<file path="src/rtl/pulse_extender_if.sv">
// pulse_extender_if -- signal bundle for the pulse extender.
//   in     : per-channel pulse request (N bits), driven by master
//   len    : extra stretch cycles after a trigger (LW bits), driven by master
//   retrig : 1 = a trigger reloads a running counter, driven by master
//   out    : per-channel stretched pulse (N bits), driven by slave
//   busy   : OR of all out bits, driven by slave
interface pulse_extender_if #(
    parameter int N  = 4,
    parameter int LW = 4
);
    logic [N-1:0]  in;
    logic [LW-1:0] len;
    logic          retrig;
    logic [N-1:0]  out;
    logic          busy;

    modport master (output in, len, retrig, input  out, busy);
    modport slave  (input  in, len, retrig, output out, busy);
endinterface

</file>
<file path="src/rtl/pulse_extender.sv">
// pulse_extender -- N independent pulse stretchers sharing one length input.
// Each channel runs an LW-bit down-counter; out[i] = trig[i] | (cnt[i] != 0),
// so an isolated trigger gives len+1 cycles of out with zero input latency.
//
// Ports:
//   clk    : clock, all state changes on rising edge
//   nreset : asynchronous active-low reset, clears all counters
//   bus    : pulse_extender_if.slave (in, len, retrig -> out, busy)
//
// Build option: define PULSE_EXTENDER_EDGE_EN to trigger on rising edges of
// in (one len+1 window per edge) instead of on its level.

module pulse_extender_lane #(
    parameter int LW = 4
) (
    input  logic          clk,
    input  logic          nreset,
    input  logic          in_bit,
    input  logic [LW-1:0] len,
    input  logic          retrig,
    output logic          out_bit
);
    logic [LW-1:0] cnt;
    logic          trig;
    logic          running;

`ifdef PULSE_EXTENDER_EDGE_EN
    logic in_q;

    always_ff @(posedge clk or negedge nreset) begin
        if (!nreset) in_q <= 1'b0;
        else         in_q <= in_bit;
    end

    assign trig = in_bit & ~in_q;
`else
    assign trig = in_bit;
`endif

    assign running = (cnt != '0);

    // len is only looked at on a load, so changing it mid-stretch leaves the
    // running count alone. Non-retriggerable channels ignore triggers while
    // running; a held level therefore reloads only once the count hits zero.
    always_ff @(posedge clk or negedge nreset) begin
        if (!nreset)                      cnt <= '0;
        else if (trig && (!running || retrig)) cnt <= len;
        else if (running)                 cnt <= cnt - 1'b1;
    end

    assign out_bit = trig | running;
endmodule

module pulse_extender #(
    parameter int N  = 4,
    parameter int LW = 4
) (
    input  logic clk,
    input  logic nreset,
    pulse_extender_if.slave bus
);
    logic [N-1:0] out_w;

    for (genvar i = 0; i < N; i++) begin : g_lane
        pulse_extender_lane #(.LW(LW)) u_lane (
            .clk    (clk),
            .nreset (nreset),
            .in_bit (bus.in[i]),
            .len    (bus.len),
            .retrig (bus.retrig),
            .out_bit(out_w[i])
        );
    end

    assign bus.out  = out_w;
    assign bus.busy = |out_w;
endmodule

</file>
<file path="src/flat_wrapper.sv">
// flat-port wrapper written by rule: the top's interface ports become plain ports
module pulse_extender_flat 
#(
    parameter int N  = 4,
    parameter int LW = 4
)
  (clk, nreset, bus_in, bus_len, bus_retrig, bus_out, bus_busy);
  pulse_extender_if #(.N(N), .LW(LW)) bus_i ();
  input  logic clk;
  input  logic nreset;
  input wire logic [$bits(bus_i.in)-1:0] bus_in;
  input wire logic [$bits(bus_i.len)-1:0] bus_len;
  input wire logic [$bits(bus_i.retrig)-1:0] bus_retrig;
  output wire logic [$bits(bus_i.out)-1:0] bus_out;
  output wire logic [$bits(bus_i.busy)-1:0] bus_busy;
  assign bus_i.in = bus_in;
  assign bus_i.len = bus_len;
  assign bus_i.retrig = bus_retrig;
  assign bus_out = bus_i.out;
  assign bus_busy = bus_i.busy;
  pulse_extender #(.N(N), .LW(LW)) u_core (.clk(clk), .nreset(nreset), .bus(bus_i));
endmodule
</file>
<file path="config.mk">
export PLATFORM = sky130hd
export DESIGN_NAME = pulse_extender_flat
export DESIGN_NICKNAME = d
export VERILOG_FILES = /design/src/rtl/pulse_extender_if.sv /design/src/rtl/pulse_extender.sv /design/src/flat_wrapper.sv
export SDC_FILE = /design/constraint.sdc
export NUM_CORES = 1
export LEC_CHECK = 0
export CAP_MARGIN = 20
export CORE_ASPECT_RATIO = 1.1
export CORE_MARGIN = 5
export CORE_UTILIZATION = 45
export CTS_CLUSTER_DIAMETER = 30
export CTS_CLUSTER_SIZE = 30
export DETAILED_ROUTE_END_ITERATION = 10
export PLACE_DENSITY = 0.68
export SLEW_MARGIN = 20
export SYNTH_ARGS = -nofsm -noshare
export SYNTH_HDL_FRONTEND = slang
export SYNTH_SLANG_ARGS = --single-unit
</file>
<file path="constraint.sdc">
create_clock -name clk -period 5.9 [get_ports clk]
set_input_delay 1.77 -clock clk [delete_from_list [all_inputs] [get_ports clk]]
set_output_delay 1.77 -clock clk [all_outputs]
set_load 0.05 [all_outputs]
</file>
==> results.json <==
{
  "seqPwrFrac": 0.384,
  "cp_max_fo": 7,
  "regToRegSetupSlack_ps": 4100,
  "die_h_um": 62.18,
  "syn_inst": 132,
  "final_cell_area_mm2": 0.001296,
  "ant_nets": 0,
  "cp-endpoint": "bus_busy",
  "internal-power_mw": 0.3339,
  "route.met2.wl_um": 1181,
  "gp_congestion": 0.8594,
  "io_pins": 16,
  "clk_pin_slew_ps": 110,
  "layout-drive-gt1-share": 0.07639,
  "reg_top3": "u_core.g_lane.u_lane.cnt x16",
  "tightest_slew_ps": 773.4,
  "maxSlewHeadroom": 0.4828,
  "clock_latency_ps": 290,
  "cts_tree": "done",
  "period_needed_ps": 5572,
  "yosys_warnings": 0,
  "met1_length_um": 1108,
  "status": "finished, final reports clean",
  "cp_slowest_stage_delay_ps": 720,
  "grt_pass1_vias": 929,
  "rsz0062_at_grt": "no",
  "die-area_mm2": 0.003571,
  "drc": 0,
  "path_depth": 4,
  "post_cts_buffers": 0,
  "finalHoldViolations": 0,
  "hp-class": "reg -> reg",
  "clkPwrFrac": 0.131,
  "holdCritStartpoint": "u_core.g_lane[0].u_lane.cnt[0]",
  "area_growth_syn_to_layout_pct": 16.40,
  "critical_path.startpoint": "bus_in[2]",
  "ff_latch_area_um2": 400.4,
  "netlist_area_mm2": 0.001114,
  "cp_num_buf_inv": 2,
  "cpMostUsedCell": "clkdlybuf4s50_1",
  "grt_max_degree": 20,
  "cts_root_buf": "clkbuf_4",
  "nFillCells": 237,
  "dieWidth_um": 57.43,
  "globalRouteOverflowTotal": 0,
  "setup_viol": 0,
  "seq_area_frac_synth": 0.3596,
  "cts_htree_levels": 1,
  "wl_per_cell_um": 13.69,
  "cp_top_family": "buffers and inverters",
  "dr.pass1.iters": 4,
  "core_area_mm2": 0.002425,
  "cpMaxStageDelayCell": "clkdlybuf4s50_1",
  "syn_area_per_cell_um2": 8.436,
  "viasPerCell": 5.589,
  "worstRegToRegCells": 6,
  "reg2reg_from": "u_core.g_lane[2].u_lane.cnt[0]",
  "crit_type": "in -> out",
  "clk_path_buf_depth": 2,
  "dr.first_iter.drc_count": 30,
  "grt_pass1_wl_um": 4071,
  "cts_inserted_buffers": 3,
  "fmax_mhz": 179.5,
  "ys_types": 33,
  "largest_reg_flops": 16,
  "rows": 19,
  "vdd_drop_max_mv": 0.2566,
  "antenna_found_initial": 0,
  "path_cells": "clkdlybuf4s50_1 > or2_4 > or4_4 > clkdlybuf4s50_1",
  "crit_path_end_kind": "output port",
  "start_kind": "input pin",
  "largest-register": "u_core.g_lane.u_lane.cnt",
  "wl_um": 2396,
  "syn-num-nets": 147,
  "fin_crit_sh": 0.9444,
  "multi_input_area_um2": 614.3,
  "antenna-diode-count": 0,
  "portBuffers": 15,
  "p_sw_mw": 0.2293,
  "clock_skew_ps": 13.31,
  "synth_seq_cells": 16,
  "dpl_cell_area_mm2": 0.001260,
  "swShare": 0.4071,
  "post_cts_resized": 0,
  "drv_slew": 0,
  "power.share.combinational": 0.485,
  "final_nets": 160,
  "start_util": 0.4592,
  "worstReg2RegEnd": "u_core.g_lane[2].u_lane.cnt[0]",
  "grt_usage": 0.1421,
  "power_density_mw_per_mm2": 434.5,
  "cp.required_ps": 4130,
  "dp_hpwl_um": 1839,
  "top_layer_used": "met4",
  "cts_sinks": 16,
  "vias": 978,
  "setup-tns-final_ps": 0,
  "ctsHoldBuffers": 0,
  "cap_violations": 0,
  "arrival_ps": 3800,
  "p_leak_nw": 0.5460,
  "met3WireLength_um": 78
}
[cells in the final DEF (no fill, tap or decap), drive strengths merged, types with 3 or more instances in the layout]
cell type | netlist | layout
a211oi | 4 | 4
a21oi | 13 | 13
and2 | 3 | 3
and2b | 3 | 3
clkbuf | 3 | 4
clkdlybuf4s50 | 0 | 15
dfrtp | 16 | 16
ha | 4 | 4
inv | 13 | 13
nand2 | 5 | 5
nor2 | 7 | 7
nor2b | 7 | 7
nor3 | 5 | 5
nor3b | 5 | 5
o211ai | 9 | 9
o21a | 3 | 3
o21ai | 11 | 11
or3 | 3 | 3
[worst reg2reg max path: cells and delay by family, from the launching register on]
family          cells  cell delay, ps
buf+inv             1              90
compound gates      2             470
fa+ha+maj           1             190
simple gates        2             560
flops               1             410
[final cells by class]
type	count	share of cell area
inverter	13	0.03764
multi-input combinational	95	0.4739
tap	31	0.02992
clock buffer	4	0.02799
timing repair buffer	16	0.1216
sequential	16	0.3089
[power by group through the flow]
stage               sequential [mW]  clock [mW]  combinational (mW)
floorplan                     0.205           0               0.226
detailed placement            0.218           0               0.275
CTS                           0.216      0.0767               0.276
global placement              0.215           0               0.266
global route                  0.225      0.0812               0.316
finish                        0.216      0.0737               0.273
[metal layers]
layer | global-route usage | up-vias
met2 | 0.2288 | 17
met4 | 0.05797 | 0
li1 | - | 492
met1 | 0.1849 | 465
met3 | 0.02484 | 4
met5 | 0 | -
[through the flow]
stage / cells / hold WS [ps] / power, mW / util / setup WS [ps]
final: 175 / 557.1 / 0.5632 / 0.5346 / 328.0
after global routing: 175 / 590.6 / 0.6229 / 0.5346 / 270.2
after global placement: 171 / 517.4 / 0.4808 / 0.5196 / 346.0
after detailed placement: 171 / 541.9 / 0.4931 / 0.5196 / 338.7
after floorplan: 132 / 480.1 / 0.4308 / - / 1424
after CTS: 175 / 557.6 / 0.5685 / 0.5346 / 326.2
[Yosys cell counts, drive strengths merged]
cell,n,area [um2]
buf,5,37.54
dfrtp,16,400.4
o221ai,1,8.760
inv,13,48.80
o21ai,11,55.05
and2b,3,23.77
ha,4,50.05
or3b,1,8.760
nand3,1,5.000
nor3,5,25.02
xnor2,2,17.52
or2,2,15.02
o21a,3,22.52
nand2b,2,12.51
nor2,7,26.28
o22ai,1,6.260
nor3b,5,47.54
or3,3,18.77
a211oi,4,30.03
clkbuf,3,12.51
o211ai,9,67.56
a211o,1,8.760
and2,3,18.77
nand2,5,18.77
a21boi,1,7.510
a21oi,13,65.06
or4,1,11.26
nor2b,7,43.79
[worst min-delay path by stage]
stage,to,slack (ps),depth (start not counted)
2_1_floorplan,u_core.g_lane[0].u_lane.cnt[0],480,1
3_3_place_gp,u_core.g_lane[0].u_lane.cnt[0],520,1
3_5_place_dp,u_core.g_lane[0].u_lane.cnt[0],540,1
4_1_cts,u_core.g_lane[0].u_lane.cnt[0],560,1
5_1_grt,u_core.g_lane[0].u_lane.cnt[0],590,1
6_report,u_core.g_lane[0].u_lane.cnt[0],560,1
[cells by family after synthesis]
kind of cell	after synthesis	share of synthesized area
AOI/OAI and AO/OA	44	0.2438
xor gates and xnor gates	2	0.01573
adders and majority gates	4	0.04495
buffers and inverters	21	0.08877
DFF	16	0.3595
and+or+nand+nor	45	0.2472
No activity file was read; power rests on OpenSTA's default activity.
